$ cat src/rtl/freq_pkg.sv
// Shared defaults and helpers for the freq_edge_counter block.
package freq_pkg;

  localparam int unsigned DEF_CNT_W = 8;
  localparam int unsigned DEF_PER_W = 8;
  localparam int unsigned DEF_MOD_N = 10;

  // Increment v by one, clamping at max_v.
  function automatic logic [31:0] sat_inc(input logic [31:0] v, input logic [31:0] max_v);
    return (v >= max_v) ? max_v : v + 32'd1;
  endfunction

endpackage

$ cat src/rtl/edge_detect_sync.sv
// Rising-edge detector for freq_in; FREQ_EDGE_SYNC_EN adds a 2-flop synchronizer in front.
module edge_detect_sync (
  input  logic clk,
  input  logic reset_in,
  input  logic freq_in,
  output logic rise
);

  logic s;
  logic prev;

`ifdef FREQ_EDGE_SYNC_EN
  logic s1;
  logic s2;

  always_ff @(posedge clk) begin
    if (!reset_in) begin
      s1 <= 1'b0;
      s2 <= 1'b0;
    end else begin
      s1 <= freq_in;
      s2 <= s1;
    end
  end

  assign s = s2;
`else
  assign s = freq_in;
`endif

  // prev resets low so an input already high at reset release still yields one rise.
  always_ff @(posedge clk) begin
    if (!reset_in) prev <= 1'b0;
    else           prev <= s;
  end

  assign rise = s & ~prev;

endmodule

$ cat src/rtl/freq_edge_counter.sv
// Edge pulse, modulo edge counter and saturating period meter for a divided clock.
// Build option FREQ_EDGE_SYNC_EN (inside edge_detect_sync) synchronizes freq_in first.
module freq_edge_counter
  import freq_pkg::*;
#(
  parameter int unsigned CNT_W = DEF_CNT_W,
  parameter int unsigned PER_W = DEF_PER_W,
  parameter int unsigned MOD_N = DEF_MOD_N
) (
  input  logic             clk,
  input  logic             reset_in,
  input  logic             freq_in,
  input  logic             en,
  input  logic             clr,
  output logic             edge_pulse,
  output logic [CNT_W-1:0] count,
  output logic             wrap,
  output logic [PER_W-1:0] period,
  output logic             period_valid,
  output logic             overflow
);

  localparam logic [CNT_W-1:0] CNT_LAST = CNT_W'(MOD_N - 1);
  localparam logic [PER_W-1:0] PER_MAX  = '1;

  logic             rise;
  logic             armed;
  logic [PER_W-1:0] cyc;
  logic [PER_W-1:0] cyc_inc;

  edge_detect_sync u_edge (
    .clk      (clk),
    .reset_in (reset_in),
    .freq_in  (freq_in),
    .rise     (rise)
  );

  assign cyc_inc = PER_W'(sat_inc(32'(cyc), 32'(PER_MAX)));

  always_ff @(posedge clk) begin
    if (!reset_in) begin
      edge_pulse   <= 1'b0;
      count        <= '0;
      wrap         <= 1'b0;
      period       <= '0;
      period_valid <= 1'b0;
      overflow     <= 1'b0;
      cyc          <= '0;
      armed        <= 1'b0;
    end else begin
      edge_pulse   <= 1'b0;
      wrap         <= 1'b0;
      period_valid <= 1'b0;
      if (clr) begin
        count    <= '0;
        cyc      <= '0;
        period   <= '0;
        armed    <= 1'b0;
        overflow <= 1'b0;
      end else begin
        cyc <= cyc_inc;
        if (rise) begin
          edge_pulse <= 1'b1;
          cyc        <= '0;
          if (en) begin
            if (count == CNT_LAST) begin
              count <= '0;
              wrap  <= 1'b1;
            end else begin
              count <= count + 1'b1;
            end
          end
          // cyc counts from 0 after the previous rise, so the period is cyc+1.
          if (armed) begin
            period       <= cyc_inc;
            period_valid <= 1'b1;
            if (cyc == PER_MAX) overflow <= 1'b1;
          end
          armed <= 1'b1;
        end
      end
    end
  end

endmodule

$ cat config.mk
export PLATFORM = sky130hd
export DESIGN_NAME = freq_edge_counter
export DESIGN_NICKNAME = d
export VERILOG_FILES = /design/src/rtl/freq_pkg.sv /design/src/rtl/edge_detect_sync.sv /design/src/rtl/freq_edge_counter.sv
export SDC_FILE = /design/constraint.sdc
export NUM_CORES = 1
export LEC_CHECK = 0
export BUFFER_PORTS_ARGS = -buffer_cell sky130_fd_sc_hd__buf_4
export CAP_MARGIN = 0
export CORE_ASPECT_RATIO = 0.9
export CORE_MARGIN = 2
export CORE_UTILIZATION = 55
export CTS_BUF_LIST = sky130_fd_sc_hd__clkbuf_8
export CTS_CLUSTER_DIAMETER = 120
export CTS_CLUSTER_SIZE = 24
export DETAILED_ROUTE_END_ITERATION = 10
export PLACE_DENSITY = 0.8
export SYNTH_ARGS = -nofsm -noshare
export SYNTH_HDL_FRONTEND = slang
export SYNTH_SLANG_ARGS = --single-unit
$ cat constraint.sdc
create_clock -name clk -period 2.05 [get_ports clk]
set_clock_uncertainty 0.15 [all_clocks]
set_input_delay 0.205 -clock clk [delete_from_list [all_inputs] [get_ports clk]]
set_output_delay 0.205 -clock clk [all_outputs]
set_load 0.005 [all_outputs]
Yosys cells after proc, flatten, opt, wreduce, memory -nomap -nowiden
Cells that the tools add are included.

Logic and storage cells: 31. Register bits after elaboration: 30. Output and inout bits: 20. Input port bits: 5.

$lt $le $gt $ge: 1. Bitwise gates (word level): 5. Reductions and logical operators: 7. Muxes and demuxes: 5. Add/sub/neg operators: 2. Equal/unequal tests: 2.

Operator list (number): 8-bit by 1-bit adder with 8-bit output, second input constant (2); 8-bit 2-to-1 mux (2); 8-bit by 4-bit == test with 1-bit output, second input constant (1); 8-bit == test, second input constant (1); 8-bit >= comparator, second input constant (1); 3-bit OR reduction (2); 1-bit NOT (4); 2-bit AND reduction (2); 4-bit OR reduction (1); 1-bit 2-to-1 mux (3); 3-bit AND reduction (1); 2-bit OR reduction (1); 1-bit AND (1).

Depth between registers and ports, before layout
Gate-level depths: netlist (run 1).

Depth after elaboration: 4. Depth in mapped cells: 6. Gate-level depth less buffers: 6.

By module
Synthesis (run 1) repeated with hierarchy kept, for this count alone.

Cell total of the unflattened synthesis: 149. Area total of the unflattened synthesis: 1305.0 um^2.

Modules (own cells, without submodules): freq_edge_counter (sequential area each 580.6 um^2, instances 1, cells each 146, area each 1265.0 um^2); edge_detect_sync (sequential area each 20.0 um^2, instances 1, cells each 3, area each 40.0 um^2).

Worst setup path before layout (run 1)
Ideal clock, no wire load.

Kind: reg2reg. From: register count[0]. To: register count[7]. Setup time: 78 ps. Setup slack: 559 ps. Stages on the path, launching flop included: 5. Data arrival time: 1263 ps. Clock period less this slack: 1491 ps. Path buffers: 0. Required time: 1822 ps. Cells stage by stage: dfxtp_1 -> nand2_1 -> or4_4 -> mux2i_1 -> nor3_1.

Longest elaborated chain between the ends: 2. Elaborated cells between the ends (all ways): 3. Classes of those cells: add/sub: 1; eq/ne: 1; mux: 1.

Ends and longest elaborated chain: start: declaration (line freq_edge_counter.sv:16) `output logic [CNT_W-1:0] count,`; start signal: assignment (line freq_edge_counter.sv:70) `count <= count + 1'b1;`; 8-bit by 1-bit adder with 8-bit output or 8-bit by 4-bit == test with 1-bit output (tied branches) (line freq_edge_counter.sv:70, freq_edge_counter.sv:66); 8-bit 2-to-1 mux (*) (line freq_edge_counter.sv:66) `if (count == CNT_LAST) begin`.

Mark *: on every way between the ends. The rest lies on a longest branch, timed or not. A chain may end at the register's enable or synchronous reset.

Final worst setup path (run 1)
From: register count[0]. To: register count[0].

The elaborated chain is that of the path after synthesis.

==> reports/qor.csv, run 1 <==
metric,value,unit
outcome,"finished, final reports clean",
arrival time worst endpoint,1.62,ns
Max clock buf depth,2,
ANT cells,0,
Resized Gates After CTS,0,
worst min path class,in -> reg,
Final setup viols,0,
post-CTS setup buffer count,0,
Mean Syn Cell Area,8.893,µm²
die area,2643,µm²
Nets,175,
first-pass GRT wire length,4.305,mm
CTS tree,done,
Core Area,2142,µm²
antenna-violating nets left,0,
Initial Util,57.71,%
cells after synthesis,139,
CTS root buf,clkbuf_8,
#FFs+latches synth,30,
Pins Over Slew Limit,0,
antenna violations before repair,0,
critical path required time,2.05,ns
Clock Latency Late Sink,0.27,ns
final period utilization,78.85,%
max-cap violations,0,
P&R area growth vs syn,22.17,%
crit path time final,1.616,ns
Die Ht,48.98,µm
Rel. slew slack,75.45,%
via count,1045,
largest net degree at the start of global routing,12,
H-tree depth,2,
"Hold Vio Cnt, Final",0,
Max Freq,0.6187,GHz
clock transition at the registers of the reported paths,0.06,ns
# hold bufs at CTS,0,
Syn. warnings,0,
CP Class,reg -> reg,
gpl congestion,0.7731,
post-synthesis sequential area ratio,48.58,%
Worst Setup Start Kind,flip-flop,
Total Routing Usage GR,22.59,%
Die X,53.98,µm
Via density,5.387,
RSZ-0062 raised after global routing,false,
gr ovfl total,0,
Yosys cell types,38,
IO buf count,24,
Core Rows,16,
r2r worst-path depth,5,
crit path max fanout,7,
power per cell area,703.3,nW/µm²
Synth Net Count,147,
DRT iter0 DRCs,31,
CP Cell Sequence,"ha_1, nor4bb_1, nand3_1, nand2_1, nor2_1",
vias in the first global route,977,
clock tree sinks,30,
Pwr Total,0.001062,W
DRT Pass-1 Iters,4,
Worst-Margin Slew,0.3683,ns
dpl hpwl,1.830,mm
layout cells sized above 1,22.75,%
CP peak stage delay,0.44,ns
Worst R2R Start,count[0],
synthesized cell area,1236,µm²
setup TNS,0,ns
crit end category,flip-flop,
Post-Route WL,2.517,mm
Hold EP,u_edge.prev,
Leakage,0.6038,nW
maximum vdd ir drop,579.8,µV
Post-route DRC,0,
I/O pin total,25,
Crit Reg-Reg Endpoint,count[0],
flop2flop setup slack,0.43,ns
Slowest cell on crit path,dfxtp_1,
Routed WL per cell,12.97,µm
Hold Crit Depth,2,
TritonCTS buffer count,5,
Min-Delay Startpoint,reset_in,
[critical path: cells and delay by family (launching register included)]
kind	cells	cell delay, ns
flip-flops	1	0.44
AND/OR/NAND/NOR	4	0.74
adder cells (fa/ha/maj)	1	0.17
[per-layer routing]
metal	global-route usage, %	share of wire, %	vias to the layer above
li1	-	-	541
met1	30.53	48	467
met2	33.13	45	32
met3	6.442	5.6	5
met4	10.00	1.6	0
met5	0	0	-
[final cells by class]
| cell class | count | area (µm²) |
|---|---|---|
| clock buffers | 5 | 68.82 |
| clock inverters | 2 | 7.507 |
| fillers | 170 | 631.9 |
| inverters | 3 | 11.26 |
| multi-input cells | 102 | 600.6 |
| flip-flops and latches | 30 | 600.6 |
| well taps | 27 | 33.78 |
| repair buffers | 25 | 187.7 |
[placed cells by master, fill, tap and decap left out, types with 2 or more instances in the layout]
cell type	instances
and3_1	2
inv_1	5
buf_4	25
nand2_1	13
a31oi_1	2
a211oi_1	2
nand3_1	5
mux2i_1	2
ha_1	3
o21ai_0	8
nand4_1	2
clkbuf_8	5
dfxtp_1	30
xor2_1	3
nor3_1	5
or3_1	2
nor2_1	20
a21oi_1	10
nand2b_1	2
and2_1	2
xnor2_1	3
[state kept, by name, indices dropped and copies added, names as in the netlist]
register / count
cyc: 8
armed: 1
period: 8
wrap: 1
period_valid: 1
edge_pulse: 1
count: 8
overflow: 1
u_edge.prev: 1
[worst max-delay path by stage]
stage / start / end / cells after the start
3_3_place_gp: count[0] / count[7] / 4
2_1_floorplan: count[0] / count[7] / 4
5_1_grt: count[0] / count[0] / 5
6_report: count[0] / count[0] / 5
3_5_place_dp: count[0] / count[0] / 5
4_1_cts: count[0] / count[0] / 5
[synth_stat cells]
cell       n  area share [%]
nand4_1    2             1.0
or3_2      1            0.61
o21bai_1   1            0.61
and2_1     2             1.0
ha_1       3             3.0
a21oi_1   10             4.0
or4_4      1            0.91
and2_2     1            0.61
mux2i_1    2             1.6
or3_1      2             1.0
nand3_1    5             2.0
xor2_1     3             2.1
nor2b_1    1            0.51
nor2_2     1            0.51
nor4_1     1            0.51
o2111a_1   1            0.91
and3b_2    1            0.81
and4_1     1            0.71
or2_2      1            0.51
clkbuf_1   2            0.61
dfxtp_1   30              49
o21ai_0    8             3.2
a31oi_1    2             1.0
buf_2      1            0.40
and3_1     2             1.0
nand2b_1   2             1.0
o211ai_1   1            0.61
and2b_2    1            0.71
inv_1      3            0.91
a211oi_1   2             1.2
nand2_1   13             3.9
nor4bb_1   1            0.81
o31ai_1    1            0.61
buf_6      1            0.91
nand2b_4   1             1.1
nor2_1    20             6.1
nor3_1     5             2.0
xnor2_1    3             2.1
[kinds of logic after synthesis]
kind of cell             Yosys count  synth area share [%]
AO/OA/AOI/OAI                     26                 12.25
XOR/XNOR                           6                 4.252
adder cells (fa/ha/maj)            3                 3.037
buffers and inverters              7                 2.834
flip-flops                        30                 48.58
multiplexers                       2                 1.619
AND/OR/NAND/NOR                   65                 27.43
[stage by stage]
step / utilization [%] / cells / hold slack [ns] / setup WS, ns / instance area, µm²
global placement: 66.94 / 187 / 0.2904 / 0.5174 / 1434
finish: 70.50 / 194 / 0.01741 / 0.4336 / 1510
detailed placement: 66.94 / 187 / 0.2996 / 0.4411 / 1434
CTS: 70.50 / 194 / 0.01545 / 0.4311 / 1510
floorplan: - / 139 / 0.1912 / 0.5589 / 1236
global route: 70.50 / 194 / 0.02140 / 0.2615 / 1510
[power breakdown]
part / internal, W / switching [W]
Sequential: 0.000590 / 0.00000551
Combinational: 0.0000213 / 0.0000275
Clock: 0.000223 / 0.000195
Total: 0.000834 / 0.000228
Note: power is estimated with default switching activity, not from simulation.
==> run 2: changes to the inputs <==
==> constraint.sdc (replaced) <==
create_clock -name clk -period 1.6 [get_ports clk]
set_clock_uncertainty 0.15 [all_clocks]
set_input_delay 0.16 -clock clk [delete_from_list [all_inputs] [get_ports clk]]
set_output_delay 0.16 -clock clk [all_outputs]
set_load 0.005 [all_outputs]
==> run 2 against run 1 <==
  * Worst hold slack improved by 0.059 ns
  * Combinational power rose by 54%
  * Design area rose by 9.9%
  * Critical endpoint is now count[7]
==> reports/qor.csv, run 2 (synthesis gave the netlist of run 1 again) <==
metric,value,unit,change
outcome,"finished, final reports clean",,
Via density,5.363,,-0.44%
Worst R2R Start,count[4],,
CP Class,reg -> reg,,
Top Registers,"count: 8 flops, cyc: 8 flops, period: 8 flops",,
dpl hpwl,1.896,mm,+3.6%
Core Area,2142,µm²,unchanged
Min-Delay Startpoint,clr,,
gr ovfl total,0,,unchanged
Fillers,146,,-14%
Total Routing Usage GR,22.97,%,+0.37 points
footprint of the multi-input gates,650.6,µm²,+8.3%
Rel. slew slack,75.37,%,-0.081 points
Worst-Margin Slew,0.3695,ns,+0.001213 ns
CP startpoint,count[4],,
layout cells sized above 1,35.03,%,+12 points
Clock Latency Late Sink,0.28,ns,about the same
clock tree sinks,30,,unchanged
maximum vdd ir drop,687.3,µV,+19%
Pins Over Slew Limit,0,,unchanged
clock transition at the registers of the reported paths,0.06,ns,about the same
P&R area growth vs syn,34.31,%,
Max clock buf depth,2,,unchanged
worst min path class,in -> reg,,
"Hold Vio Cnt, Final",0,,unchanged
Die Ht,48.98,µm,unchanged
final period utilization,96.46,%,+18 points
"commonest non-fill, non-tap cells in the layout","32 x buf_4, 24 x dfxtp_1, 20 x nor2_1",,
"Worst Setup Slack, final",0.05657,ns,-0.3771 ns
Post-Route WL,2.773,mm,+10%
Core Rows,16,,unchanged
power per cell area,872.2,nW/µm²,+24%
I/O pin total,25,,unchanged
antenna violations before repair,0,,unchanged
CTS tree,done,,
Worst Setup Start Kind,flip-flop,,
antenna-violating nets left,0,,unchanged
via count,1094,,+4.7%
ANT cells,0,,unchanged
Post-route DRC,0,,unchanged
RSZ-0062 raised after global routing,true,,
Final setup viols,0,,unchanged
die area,2643,µm²,unchanged
Die X,53.98,µm,unchanged
Routed WL per cell,13.59,µm,+4.8%
DRT Pass-1 Iters,4,,unchanged
"Design Area, Final",1660,µm²,+9.9%
crit end category,flip-flop,,
Max Freq,0.6479,GHz,+4.7%
Nets,184,,+5.1%
CTS root buf,clkbuf_8,,
Leakage,0.6530,nW,+8.2%
max-cap violations,0,,unchanged
TritonCTS buffer count,5,,unchanged
gpl congestion,0.8053,,+4.2%
H-tree depth,2,,unchanged
"Cell Area, Placed",1471,µm²,+2.6%
largest net degree at the start of global routing,12,,unchanged
crit path max fanout,5,,-2
vias in the first global route,1012,,+3.6%
DRT iter0 DRCs,12,,-61%
"worst slack, placed",-0.009110,ns,-0.4502 ns
Initial Util,57.71,%,unchanged
arrival time worst endpoint,1.60,ns,-0.02 ns
register area,613.1,µm²,+2.1%
"commonest non-fill, non-tap cell in the layout",buf_4,,
IO buf count,24,,unchanged
critical path required time,1.65,ns,-0.40 ns
crit path time final,1.543,ns,-0.07292 ns
first-pass GRT wire length,4.478,mm,+4.0%
## run 2: changes by cell type in the layout (fill, tap and decap cells not counted), sizes merged
cell	delta
inv	-1
clkbuf	+1
buf	+7
dlygate4sd3	+2
clkinv	+1
## run 2: per-stage QoR
step	TNS, ns	instances	util (%)	total power, W	hold WS (ns)
after floorplan	0	139	-	0.0008162	0.1462
after global placement	0	192	68.69	0.0008442	0.2431
after detailed placement	-0.009110	192	68.69	0.0008460	0.2466
after CTS	0	202	74.07	0.001454	0.1463
after global routing	-0.03385	204	77.51	0.001493	0.1003
final	0	204	77.51	0.001448	0.07676
## run 2: layer usage
| layer | global-route usage [%] | vias up | wire length (µm) |
|---|---|---|---|
| met5 | 0 | - | 0 |
| met4 | 7.083 | 0 | 13 |
| met3 | 6.442 | 2 | 136 |
| met2 | 34.15 | 31 | 1264 |
| met1 | 32.09 | 504 | 1358 |
| li1 | - | 557 | - |
## run 2: worst max-delay path: stages, from the launching register on
cell and delay [ns]:
dfxtp_4 0.37, nand2_1 0.05, or4_4 0.57, mux2i_4 0.21
nor3_2 0.11
## run 2: path summary, 6_finish.rpt
kind / endpoint / slack [ns] / depth (start not counted)
max: count[7] / 0.06 / 4
min reg2reg: period[3] / 0.31 / 2
max reg2reg: count[7] / 0.06 / 4
min: count[4] / 0.08 / 4
## run 2: final cells by class
| cell class | instances | area share (%) |
|---|---|---|
| well taps | 27 | 2.035 |
| clock inverters | 2 | 0.5275 |
| clock buffers | 6 | 4.974 |
| flip-flops and latches | 30 | 36.93 |
| repair buffers | 34 | 15.67 |
| inverters | 3 | 0.6782 |
| multi-input cells | 102 | 39.19 |
## run 2: timing repair
item                       4_1_cts  5_1_grt
hold buffers                     2        0
hold endpoints to repair         1        0
pin swaps                        0        4
resized for setup                3       16
buffers inserted                 0        2
setup endpoints to repair        1       15
## run 2: report_power, final
group	switching, W	internal, W
Combinational	0.0000382	0.0000367
Clock	0.000274	0.000340
Sequential	0.00000677	0.000753
Total	0.000319	0.00113
